## config.mk

```make
export PLATFORM = sky130hd
export DESIGN_NAME = lcd_responder
export DESIGN_NICKNAME = d
export VERILOG_FILES = /design/src/rtl/lcd_pkg.sv /design/src/rtl/lcd_ram.sv /design/src/rtl/lcd_responder.sv
export SDC_FILE = /design/constraint.sdc
export NUM_CORES = 1
export LEC_CHECK = 0
export CAP_MARGIN = 20
export CORE_ASPECT_RATIO = 0.6
export CORE_UTILIZATION = 64
export CTS_BUF_LIST = sky130_fd_sc_hd__clkbuf_8
export CTS_CLUSTER_SIZE = 40
export DETAILED_ROUTE_END_ITERATION = 10
export GPL_ROUTABILITY_DRIVEN = 0
export PLACE_DENSITY_LB_ADDON = 0.12
export SYNTH_ARGS = -nofsm -noshare
export SYNTH_HDL_FRONTEND = slang
export SYNTH_SLANG_ARGS = --single-unit
```

## constraint.sdc

```tcl
create_clock -name clk -period 3.3 [get_ports clk]
set_input_delay 0.33 -clock clk [delete_from_list [all_inputs] [get_ports clk]]
set_output_delay 0.33 -clock clk [all_outputs]
set_load 0.03 [all_outputs]
```

## src/rtl/lcd_pkg.sv

```systemverilog
// lcd_pkg: command codes, blank character and FSM encoding shared by the LCD responder.
package lcd_pkg;
  localparam logic [7:0] CMD_CLEAR   = 8'h01;
  localparam logic [7:0] CMD_HOME    = 8'h02;
  localparam logic [7:0] CMD_ENTRY   = 8'h04;
  localparam logic [7:0] CMD_DISPCTL = 8'h08;
  localparam logic [7:0] CMD_SETADDR = 8'h80;
  localparam logic [7:0] BLANK_CHAR  = 8'h20;
  typedef enum logic [1:0] {IDLE, CLEAR, WAIT} state_t;
endpackage

```

## src/rtl/lcd_ram.sv

```systemverilog
// lcd_ram: DEPTH x 8 display RAM, synchronous write, async core and view read ports.
module lcd_ram #(
  parameter int DEPTH = 32,
  localparam int ADDR_W = $clog2(DEPTH)
) (
  input  logic              clk,
  input  logic              we,
  input  logic [ADDR_W-1:0] waddr,
  input  logic [7:0]        wdata,
  input  logic [ADDR_W-1:0] raddr,
  output logic [7:0]        rdata,
  input  logic [ADDR_W-1:0] vaddr,
  output logic [7:0]        vdata
);
  logic [7:0] mem [DEPTH];
  always_ff @(posedge clk) if (we) mem[waddr] <= wdata;
  assign rdata = mem[raddr];
  assign vdata = mem[vaddr];
endmodule

```

## src/rtl/lcd_responder.sv

```systemverilog
// lcd_responder: HD44780-style display controller answering CPU wr/rd strobes on the iobus.
module lcd_responder
  import lcd_pkg::*;
#(
  parameter int DEPTH = 32,
  parameter int SHORT_CYCLES = 4,
  parameter int CLEAR_CYCLES = 64,
  localparam int ADDR_W = $clog2(DEPTH)
) (
  input  logic              clk,
  input  logic              rst,
  input  logic              wr,
  input  logic              rd,
  input  logic              cmd,
  input  logic [7:0]        din,
  output logic [7:0]        dout,
  output logic              dout_en,
  output logic              busy,
  output logic              overrun,
  output logic              disp_on,
  input  logic [ADDR_W-1:0] view_addr,
  output logic [7:0]        view_char
);
  localparam int CNT_W = $clog2(CLEAR_CYCLES + SHORT_CYCLES + 1);
  state_t state_q, state_d;
  logic [CNT_W-1:0] cnt_q, cnt_d;
  logic [ADDR_W-1:0] addr_q, addr_d, clr_q, clr_d, step, waddr;
  logic inc_q, inc_d, disp_q, disp_d, ovr_q, ovr_d, wr_q, rd_q, wr_ev, rd_ev, we;
  logic [7:0] dout_q, dout_d, wdata, rdata;
  assign wr_ev = wr & ~wr_q;
  assign rd_ev = rd & ~rd_q;
  assign busy = state_q != IDLE;
  assign step = inc_q ? addr_q + 1'b1 : addr_q - 1'b1;
  assign dout = dout_q;
  assign dout_en = rd;
  assign overrun = ovr_q;
  assign disp_on = disp_q;

  lcd_ram #(.DEPTH(DEPTH)) u_ram (
    .clk(clk), .we(we), .waddr(waddr), .wdata(wdata),
    .raddr(addr_q), .rdata(rdata), .vaddr(view_addr), .vdata(view_char)
  );

  always_comb begin
    state_d = state_q;
    cnt_d = cnt_q;
    addr_d = addr_q;
    clr_d = clr_q;
    inc_d = inc_q;
    disp_d = disp_q;
    ovr_d = ovr_q | (wr_ev & busy);
    dout_d = dout_q;
    we = 1'b0;
    waddr = addr_q;
    wdata = din;
    // Reads see pre-write state; an accepted write owns the address update.
    if (rd_ev)
      dout_d = cmd ? {busy, 7'(addr_q)} : (busy ? 8'h00 : rdata);
    if (rd_ev && !cmd && !busy && !wr_ev) addr_d = step;
    unique case (state_q)
      IDLE: if (wr_ev) begin
        state_d = WAIT;
        cnt_d = CNT_W'(SHORT_CYCLES - 1);
        if (!cmd) begin
          we = 1'b1;
          addr_d = step;
        end else if (|(din & CMD_SETADDR)) addr_d = din[ADDR_W-1:0];
        else if (|(din & CMD_DISPCTL)) disp_d = din[2];
        else if (|(din & CMD_ENTRY)) inc_d = din[1];
        else if (|(din & CMD_HOME)) begin
          addr_d = '0;
          cnt_d = CNT_W'(CLEAR_CYCLES - 1);
        end else if (|(din & CMD_CLEAR)) begin
          state_d = CLEAR;
          clr_d = '0;
          addr_d = '0;
          inc_d = 1'b1;
        end
      end
      CLEAR: begin
        we = 1'b1;
        waddr = clr_q;
        wdata = BLANK_CHAR;
        clr_d = clr_q + 1'b1;
        if (clr_q == ADDR_W'(DEPTH - 1)) begin
          state_d = (CLEAR_CYCLES == DEPTH) ? IDLE : WAIT;
          cnt_d = CNT_W'(CLEAR_CYCLES - DEPTH - 1);
        end
      end
      WAIT: begin
        state_d = (cnt_q == '0) ? IDLE : WAIT;
        cnt_d = cnt_q - 1'b1;
      end
      default: state_d = IDLE;
    endcase
  end

  always_ff @(posedge clk or negedge rst) begin
    if (!rst) begin
      state_q <= IDLE;
      cnt_q <= '0;
      addr_q <= '0;
      clr_q <= '0;
      inc_q <= 1'b1;
      disp_q <= 1'b0;
      ovr_q <= 1'b0;
      dout_q <= '0;
      wr_q <= 1'b0;
      rd_q <= 1'b0;
    end else begin
      state_q <= state_d;
      cnt_q <= cnt_d;
      addr_q <= addr_d;
      clr_q <= clr_d;
      inc_q <= inc_d;
      disp_q <= disp_d;
      ovr_q <= ovr_d;
      dout_q <= dout_d;
      wr_q <= wr;
      rd_q <= rd;
    end
  end
endmodule

```

Yosys cells after proc, flatten, opt, wreduce, memory -nomap -nowiden
Memory sizes are Yosys's and may differ from the RTL's.
Cells that the tools add are included.
- reductions and logical operators: 17
- eq/ne operators: 12
- multiplexer cells: 48
- bitwise operators: 8
- add/subtract/negate cells: 4
- operator list (kind ; number):
    5-bit two-way mux ; 18
    6-bit two-way mux ; 5
    8-bit two-way mux ; 3
    7-bit case mux with 3 select lines ; 1
    2-bit two-way mux ; 9
    2-bit inequality test (second input constant) ; 8
    7-bit two-way mux ; 2
    5-bit by 1-bit adder with 5-bit output (second input constant) ; 2
    5-bit case mux with 2 select lines ; 1
    8-bit AND reduction ; 1
    7-bit logical NOT ; 1
    1-bit two-way mux ; 7
    7-bit AND reduction ; 1
    7-bit by 1-bit subtractor with 7-bit output (second input constant) ; 1
    2-bit case mux with 3 select lines ; 1
    2-bit nonzero test ; 3
    5-bit equality test (second input constant) ; 1
    5-bit AND reduction ; 1
    5-bit by 1-bit subtractor with 5-bit output (second input constant) ; 1
    1-bit inverter ; 4
    1-bit bitwise AND ; 3
    1-bit logical AND ; 3
    1-bit logical NOT ; 3
    3-bit AND reduction ; 1
    other kinds (8) ; 8
- bits of input ports: 18
- logic and storage cells: 100
- memories kept: 1
- register bits after elaboration: 32
- output and inout port bits: 20
- bits in writable memories: 256
- memory list (name ; depth ; width ; rd ports ; clocked after memory_dff ; wr ports ; line ; text):
    u_ram.mem ; 32 ; 8 ; 2 ; 0 ; 1 ; lcd_ram.sv:15 ; logic [7:0] mem [DEPTH];

Longest topological paths before layout
- depth after elaboration: 14
- gate-level depth with buffers: 13
- mapped depth without buffers: 8

Cells and area by module
Synthesis repeated with hierarchy kept, for this count alone.
- cells, all modules: 746
- area total of the unflattened synthesis: 13884.6 µm²
- by module, submodules not included (module ; area each (µm²) ; instances ; cells each):
    lcd_ram ; 11887.7 ; 1 ; 516
    lcd_responder ; 1996.9 ; 1 ; 230

Worst setup path after synthesis
OpenSTA, ideal clock, no wires.
- kind: register to register
- from: reg addr_q[0]
- to: reg addr_q[4]
- arrival time: 2401 ps
- stages on the path, launching flop included: 14
- setup slack: 776 ps
- clock period less this slack: 2524 ps
- path through: dfrtp_1 > buf_6 > buf_12 > buf_12 > buf_6 > buf_2 > inv_1 > fa_1 > nor2b_1 > o21ai_0 > nand2b_1 > xnor2_1 > mux2i_1 > o221a_2
- longest elaborated chain between the ends: 11
- ends and longest elaborated chain (element ; line ; text):
    start: declaration ; lcd_responder.sv:27 ; logic [ADDR_W-1:0] addr_q, addr_d, clr_q, clr_d, step, waddr;
    start signal: assignment ; lcd_responder.sv:113 ; addr_q <= addr_d;
    5-bit by 1-bit subtractor with 5-bit output or 5-bit by 1-bit adder with 5-bit output (tied branches) ; lcd_responder.sv:33 ; assign step = inc_q ? addr_q + 1'b1 : addr_q - 1'b1;
    5-bit two-way mux * ; lcd_responder.sv:33 ;
    5-bit two-way mux ; lcd_responder.sv:59 ; if (rd_ev && !cmd && !busy && !wr_ev) addr_d = step;
    5-bit two-way mux ; lcd_responder.sv:73 ; end else if (|(din & CMD_CLEAR)) begin
    5-bit two-way mux ; lcd_responder.sv:70 ; else if (|(din & CMD_HOME)) begin
    5-bit two-way mux ; lcd_responder.sv:69 ; else if (|(din & CMD_ENTRY)) inc_d = din[1];
    5-bit two-way mux ; lcd_responder.sv:68 ; else if (|(din & CMD_DISPCTL)) disp_d = din[2];
    5-bit two-way mux ; lcd_responder.sv:67 ; end else if (|(din & CMD_SETADDR)) addr_d = din[ADDR_W-1:0];
    5-bit two-way mux ; lcd_responder.sv:64 ; if (!cmd) begin
    5-bit two-way mux ; lcd_responder.sv:61 ; IDLE: if (wr_ev) begin
    5-bit two-way mux * ; lcd_responder.sv:60 ; unique case (state_q)
    net addr_d[4] ; lcd_responder.sv:27 ;
Mark *: on every way through the listed nets, which the timed path passes. The rest lies on a longest branch.
A chain may end at the register's enable or synchronous reset.

==> flow_summary.json <==
{
  "grt_usage": 0.363,
  "critPathKind": "reg2out",
  "yosysWarnings": 0,
  "async_reset_ff_frac": 0.111,
  "nets": 1009,
  "ys_top_cells_by_area": "edfxtp_1, mux4_2, dfrtp_1, mux2i_1, nor2_1",
  "synthMuxAreaShare": 0.251,
  "clock_path_buffers": 3,
  "critPathTopFamily": "multiplexers",
  "port_buffers": 37,
  "post_cts_buffers": 0,
  "finalMaxSlewViolations": 0,
  "cts-root-buf": "clkbuf_8",
  "syn_area_um2": 14300,
  "pin_count": 38,
  "dp_hpwl_mm": 28.4,
  "leakagePower_nw": 5.56,
  "ys_seq_area_frac": 0.592,
  "finClkSkew_ps": 21.4,
  "via_per_inst": 7.42,
  "postCtsResizedCells": 0,
  "crit_slowest_cell": "clkdlybuf4s50_1",
  "maxSlewHeadroom": 0.288,
  "max_cap_violations": 0,
  "hold_viol_final": 0,
  "path_buf_inv": 1,
  "period_share": 0.991,
  "synth.most_common_cell": "edfxtp_1",
  "cp.required_ps": 2970,
  "antenna_left": 0,
  "outcome": "finished clean",
  "htree_levels": 2,
  "synthXorXnorAreaFrac": 0.00489,
  "yosys.area_share.adder": 0.0110,
  "power_density_nw_per_um2": 670,
  "cp-end-kind": "output pin",
  "die_width_um": 195,
  "setup_violations": 0,
  "hp-class": "in2async",
  "post-route-min-period_ps": 3270,
  "totalWireLength_mm": 40.7,
  "placed_cell_area_um2": 15300,
  "clock-sinks": 288,
  "vias": 9574,
  "die_y_um": 118,
  "wire_per_inst_um": 31.5,
  "drc": 0,
  "grt_pass1_vias": 9170,
  "area_growth_pct": 12.3,
  "nFillCells": 1277,
  "synth_compound_area_frac": 0.0566,
  "drtIter0Drc": 1695,
  "core_area_um2": 21500,
  "cts-buffers-inserted": 43,
  "rows": 41,
  "ys_ff_latch": 288,
  "final_area_um2": 16100,
  "startpoint_type": "register",
  "worstMarginPinSlew_ps": 1070,
  "grt_pass1_wl_mm": 59.3,
  "clk_latency_ps": 590,
  "yosys.area_share.simple": 0.0547,
  "synth_cells": 872,
  "synth-edff-count": 256,
  "clkTransAtPathRegs_ps": 70,
  "power.total_mw": 10.8,
  "drt-pass1-iter-count": 6,
  "n_antenna_cell": 0,
  "max_freq_mhz": 306,
  "synth_top_family_by_area": "multiplexers",
  "cts_tree": "done",
  "slowest_delay_ps": 600,
  "antenna_found_initial": 1,
  "synth_area_leader_cell": "edfxtp_1",
  "vdd_drop_max_uv": 398,
  "synth_nets": 902,
  "cts_hold_buf": 0,
  "worst-path-max-fanout": 2,
  "worst_path_most_repeated_cell": "mux4_2",
  "critPathArrivalTime_ps": 2940,
  "synthTopCellsByCount": "edfxtp_1, mux4_2, mux2i_1",
  "synth_ff_type": "edfxtp_1",
  "start_util": 0.667,
  "crit_chain": "mux4_2 -> mux4_2 -> mux2_2 -> clkdlybuf4s50_1",
  "drive_above_1_share": 0.293,
  "r2r_slack_ps": 310,
  "synth_area_per_cell_um2": 16.4,
  "tns_ps": 0,
  "rsz0062_at_grt": "no",
  "yosys.cell_types.count": 65,
  "dieArea_um2": 23000,
  "grt_max_degree": 33,
  "grt.overflow.total": 0,
  "synth_top_area_frac": 0.536
}
==> power breakdown <==
group	leakage, nW	switching (mW)	total (mW)	internal (mW)
logic	2.43	2.06	3.63	1.58
clock network	0.442	1.40	2.69	1.29
registers	2.70	0.338	4.47	4.13
total	5.56	3.79	10.8	7.00
==> metrics by stage <==
stage                     cells  hold slack (ps)  worst slack, ps  utilization
final                      1290              169             28.3        0.749
after global routing       1290              215             11.9        0.749
after CTS                  1290              165             56.3        0.749
after detailed placement   1213              464              222        0.713
after global placement     1213              440              250        0.713
after floorplan             872             34.4              776            -
==> path summary, 6_finish.rpt <==
check,cells past startpoint,startpoint,to
setup reg to reg,10,state_q[0]$_DFFE_PN0P_,cnt_q[5]$_DFFE_PN0P_
hold reg to reg,1,overrun$_DFF_PN0_,overrun$_DFF_PN0_
setup / recovery,4,u_ram.mem[17][5]$_DFFE_PP_,view_char[5]
min in group clk,1,wr,wr_q$_DFF_PN0_
hold / removal,2,rst,addr_q[3]$_DFF_PN0_
max in group asynchronous,2,rst,addr_q[0]$_DFF_PN0_
==> flip-flops by register name, summed over array words and instances, names as in the netlist <==
signal	flops
disp_on	1
overrun	1
addr_q	5
inc_q	1
state_q	2
clr_q	5
rd_q	1
u_ram.mem	256
cnt_q	7
dout	8
wr_q	1
==> layout make-up <==
type                    count  area (um2)  area share
clock buffers              46         633      0.0393
clock inverters            31         136     0.00847
inverters                  14        52.6     0.00326
multi-input cells         511        5430       0.337
flip-flops and latches    288        8490       0.528
well taps                 279         349      0.0217
repair buffers            121        1000      0.0623
==> metal layers <==
metal	track usage	vias to the layer above	routed length (um)
li1	-	3775	-
met1	0.546	4792	15200
met2	0.481	896	16900
met4	0.0960	3	934
met5	0	-	60
met3	0.162	108	7550
==> cells by family (layout without fill, tap and decap cells) <==
| logic type | Yosys count | in the layout |
|---|---|---|
| buffers and inverters | 73 | 212 |
| adders and majority gates | 12 | 12 |
| DFF | 288 | 288 |
| and+or+nand+nor | 172 | 172 |
| muxes | 200 | 200 |
| AOI/OAI and AO/OA | 119 | 119 |
| xor gates and xnor gates | 8 | 8 |
==> cells in the final DEF (no fill, tap or decap), types with 4 or more instances in the layout <==
cell	instances
mux4_2	115
edfxtp_1	256
o22ai_1	9
a22oi_1	13
clkbuf_8	46
mux2_2	17
nor3_1	7
nand2_1	54
ha_1	11
inv_1	25
mux2i_1	60
buf_4	89
a22o_1	7
clkdlybuf4s50_1	29
nand2b_1	8
nand3_1	11
a2111oi_0	4
clkinv_1	10
nor2b_2	6
a21oi_1	27
nor2b_1	9
nor2_1	57
clkinv_2	6
dfrtp_1	29
o21ai_0	21
xnor2_1	5
mux4_1	8
Power figures use the tool's default switching activity.
